**src/rtl/reg_bank_ab_pkg.sv**
```systemverilog
// rtl/reg_bank_ab_pkg.sv - shared widths, stack pointer reset and register index constants
package reg_bank_ab_pkg;

   localparam int DATA_W_DEF = 32;
   localparam int ADDR_W_DEF = 5;
   localparam int SP_IDX     = 29;
   localparam int SP_RESET   = 227;

   localparam int REG_ZERO   = 0;
   localparam int REG_SP     = 29;

endpackage

```
**src/rtl/reg_bank_ab_latch.sv**
```systemverilog
// rtl/reg_bank_ab_latch.sv - load-enable operand register with async active-low clear
module reg_bank_ab_latch #(
   parameter int W = 32
) (
   input  logic         clk,
   input  logic         reset_n,
   input  logic         load,
   input  logic [W-1:0] d,
   output logic [W-1:0] q
);

   always_ff @(posedge clk or negedge reset_n) begin
      if (!reset_n) begin
         q <= '0;
      end else if (load) begin
         q <= d;
      end
   end

endmodule

```
**src/rtl/reg_bank_ab.sv**
```systemverilog
// rtl/reg_bank_ab.sv - register bank with bypassed A/B operand latches and write counter
module reg_bank_ab #(
   parameter int DATA_W   = reg_bank_ab_pkg::DATA_W_DEF,
   parameter int ADDR_W   = reg_bank_ab_pkg::ADDR_W_DEF,
   parameter int SP_IDX   = reg_bank_ab_pkg::SP_IDX,
   parameter int SP_RESET = reg_bank_ab_pkg::SP_RESET
) (
   input  logic              clk,
   input  logic              reset_n,
   input  logic              reg_wr,
   input  logic [ADDR_W-1:0] wr_addr,
   input  logic [DATA_W-1:0] wr_data,
   input  logic [ADDR_W-1:0] rs_addr,
   input  logic [ADDR_W-1:0] rt_addr,
   input  logic              ab_load,
   output logic [DATA_W-1:0] rs_data,
   output logic [DATA_W-1:0] rt_data,
   output logic [DATA_W-1:0] a_out,
   output logic [DATA_W-1:0] b_out,
   output logic [7:0]        wr_count
);

   import reg_bank_ab_pkg::*;

   localparam int NREGS = 2 ** ADDR_W;

   logic [DATA_W-1:0] mem [NREGS];
   logic              wr_en;
   logic [DATA_W-1:0] a_next;
   logic [DATA_W-1:0] b_next;

   // Writes to the zero register are dropped entirely, including from the count.
   assign wr_en = reg_wr && (wr_addr != ADDR_W'(REG_ZERO));

   always_ff @(posedge clk or negedge reset_n) begin
      if (!reset_n) begin
         for (int i = 0; i < NREGS; i++) begin
            mem[i] <= (i == SP_IDX) ? DATA_W'(SP_RESET) : '0;
         end
      end else if (wr_en) begin
         mem[wr_addr] <= wr_data;
      end
   end

   always_ff @(posedge clk or negedge reset_n) begin
      if (!reset_n) begin
         wr_count <= '0;
      end else if (wr_en) begin
         wr_count <= wr_count + 8'd1;
      end
   end

   // Raw ports show stored contents only; the in-flight write is visible after the edge.
   assign rs_data = (rs_addr == ADDR_W'(REG_ZERO)) ? '0 : mem[rs_addr];
   assign rt_data = (rt_addr == ADDR_W'(REG_ZERO)) ? '0 : mem[rt_addr];

   // A/B forward the same-edge write so the operands never latch a stale value.
   always_comb begin
      a_next = rs_data;
      b_next = rt_data;
      if (wr_en && (wr_addr == rs_addr)) begin
         a_next = wr_data;
      end
      if (wr_en && (wr_addr == rt_addr)) begin
         b_next = wr_data;
      end
   end

   reg_bank_ab_latch #(.W(DATA_W)) u_latch_a (
      .clk     (clk),
      .reset_n (reset_n),
      .load    (ab_load),
      .d       (a_next),
      .q       (a_out)
   );

   reg_bank_ab_latch #(.W(DATA_W)) u_latch_b (
      .clk     (clk),
      .reset_n (reset_n),
      .load    (ab_load),
      .d       (b_next),
      .q       (b_out)
   );

endmodule
```
**config.mk**
```make
export PLATFORM = sky130hd
export DESIGN_NAME = reg_bank_ab
export DESIGN_NICKNAME = d
export VERILOG_FILES = /design/src/rtl/reg_bank_ab_pkg.sv /design/src/rtl/reg_bank_ab_latch.sv /design/src/rtl/reg_bank_ab.sv
export SDC_FILE = /design/constraint.sdc
export NUM_CORES = 2
export LEC_CHECK = 0
export BUFFER_PORTS_ARGS = -buffer_cell sky130_fd_sc_hd__clkbuf_2
export CORE_MARGIN = 2
export CORE_UTILIZATION = 55
export DETAILED_ROUTE_END_ITERATION = 12
export PLACE_DENSITY = 0.75
export SYNTH_ARGS = -nofsm -noshare
export SYNTH_HDL_FRONTEND = slang
export SYNTH_HIERARCHICAL = 1
export SYNTH_SLANG_ARGS = --single-unit
```
**constraint.sdc**
```tcl
create_clock -name clk -period 2.64 [get_ports clk]
set_input_delay 0.528 -clock clk [delete_from_list [all_inputs] [get_ports clk]]
set_output_delay 0.528 -clock clk [all_outputs]
set_load 0.01 [all_outputs]
```
==> out/metrics.csv <==
metric,value,unit
ant_nets,0,
clkTransAtPathRegs,0.06,ns
netlist_instances,4136,
via_per_inst,6.91,
clk_path_buf_depth,3,
synthAdderAreaFrac,0.000213,
synth_top_area_frac,0.465,
cts_sinks,1096,
die_area,109000,sq um
tightestPinTransition,0.813,ns
synthArstFlopShare,1.00,
routed-wl-met3,21900,microns
fin_ws,-0.602,ns
clock_latency,0.73,ns
hold_viol,0,
drt_iter0_markers,4528,
drv_cap,0,
drv_slew,0,
clock_skew,0.0290,ns
yosysWarningCount,6,
start_kind,flop,
fin_crit,3.24,ns
powerDensity,717,nW/um^2
place.gp.congestion,0.911,
failed_checks,negative setup slack,
initial_utilization,0.556,
synth_mux_area_frac,0.402,
synth_nets,4188,
synth-main-ff-cell,dfrtp_1,
rows,119,
synthTopCellsByCount,"dfrtp_1, mux2_2, mux2i_1, mux4_2, clkbuf_1",
hold_class,input pin to flop,
cp_data_arrival_time,2.71,ns
ys_top_cells_by_area,"dfrtp_1, mux2_2, mux4_2",
fmax,308,MHz
slew_headroom,0.458,
final_util,0.685,
placement.io_buffers,186,
fp.coreArea,106000,sq um
outcome,"complete, but fails checks",
grt_overflow_total,0,
finalSetupTns,-17.45,ns
grt_pass1_vias,43800,
post_drt_wl_per_cell,32.9,microns
total_power,51.9,mW
synthSimpleGateAreaFrac,0.0226,
synthToLayoutAreaGrowth,23.2,%
synth_edf_count,0,
grt_max_degree,80,
ios,187,
synth_most_common_cell,dfrtp_1,
crit_type,flop to output port,
worstPathMaxFanout,2,
drive_above_1_share,0.550,
nets,4637,
topRoutingLayerUsed,met4,
crit_path_end_kind,output port,
die_x,331,microns
cts_tree,yes,
vias,42000,
first_pass_iters,6,
htree_num_levels,3,
syn_avg_cell_area,14.2,sq um
yosys.area_share.xor_xnor,0.00254,
clockRootBuffer,clkbuf_16,
vdd.ir_drop.worst,607,uV
finalCritPeriodShare,1.23,
grt_usage,0.369,
place_hpwl,125000,microns
synthesis.area,58700,sq um
ys_types,58,
antenna_found_initial,6,
cts_inserted_buffers,113,
dr_wl_met2,90100,microns
met1_length,74900,microns
grt_pass1_wl,295000,microns
synth-compound-area-share,0.0649,
die_h,331,microns
seq_area_frac_synth,0.467,
rsz0062_at_grt,true,
p_leak,32.4,nW
detail_route.drc_violations,0,
ys_seq_elements,1096,
yosys.area.top_type,dfrtp_1,
finalSetupViolations,64,
critPathRequiredTime,2.11,ns
synth_top_family_by_area,multiplexers,
drt_wl_total,200000,microns
final timing paths:
kind,startpoint,to,slack (ns),depth (start not counted)
worst min-delay path,wr_data[15],u_latch_a/q[15],0.20,4
worst max-delay path,mem[351],rt_data[31],-0.60,5
min in group asynchronous,reset_n,u_latch_a/q[6],0.35,2
worst max register to register,mem[351],u_latch_b/q[31],0.14,6
max in group asynchronous,reset_n,mem[891],1.30,3
worst min register to register,mem[1013],mem[1013],0.40,0
power breakdown:
part           switching (mW)  total, mW  internal [mW]
Sequential               2.58       22.6           20.0
Combinational            5.12       12.1           6.96
Clock                    7.01       17.2           10.2
Total                    14.7       51.9           37.2
state kept, by name (all words and copies together) (netlist names):
signal       count
wr_count         8
u_latch_a/q     32
u_latch_b/q     32
mem           1024
critical path, cell delays in order, from the launching register on:
cell and delay (ns):
dfrtp_1 0.40, mux4_4 0.61, mux4_2 0.54, o22ai_4 0.20, nor3b_4 0.10, clkbuf_2 0.15
cell usage in the layout, fill, tap and decap left out, types with 32 or more instances in the layout:
cell and instances:
dfrtp_1 1091, mux2_2 994, mux2i_1 410, buf_4 358
mux4_2 305, buf_12 168, clkbuf_2 154, a22oi_1 153
clkbuf_16 119, a21oi_1 74, mux2_4 61, buf_6 43
nand2_1 42, mux2_1 37, o22ai_1 33, buf_16 33
o21ai_1 32
what timing repair did:
item	in CTS	in global routing
gates resized for setup	230	107
cloned	23	2
hold buffers	1	0
buffers inserted	120	30
pin swaps	146	76
endpoints found under the hold margin	18	0
setup endpoints to repair	65	64
layer usage:
| metal | track usage | up-vias |
|---|---|---|
| met3 | 0.0971 | 755 |
| met4 | 0.213 | 0 |
| met1 | 0.481 | 21900 |
| met5 | 0 | - |
| met2 | 0.562 | 2618 |
| li1 | - | 16700 |
through the flow:
stage | instances | area [sq um] | worst slack (ns) | hold slack, ns
after floorplan | 4136 | 59000 | -0.0145 | 0.232
after global placement | 5691 | 64800 | -0.464 | 0.377
after detailed placement | 5691 | 64800 | -0.480 | 0.382
after CTS | 6040 | 71700 | -0.640 | 0.162
after global routing | 6071 | 72300 | -0.651 | 0.196
final | 6072 | 72300 | -0.602 | 0.201
cells by family (layout without fill, tap and decap cells):
group                    after synthesis  count (layout)
multiplexers                        1816            1816
flip-flops                          1096            1096
AO/OA/AOI/OAI                        519             519
buffers and inverters                464            1005
AND/OR/NAND/NOR                      223             223
XOR/XNOR                              17              17
adder cells (fa/ha/maj)                1               1
other                                  0               4
area by class of cell:
cell class                      instances  area (sq um)
Timing Repair Buffer                  796          8740
Inverter                                2          7.51
Multi-Input combinational cell       2576         30500
Sequential cell                      1096         27400
Fill cell                            6880         33200
Tap cell                             1391          1740
Clock buffer                          165          3340
Clock inverter                         42           607
Antenna cell                            4          10.0
No activity file was read; power rests on OpenSTA's default activity.
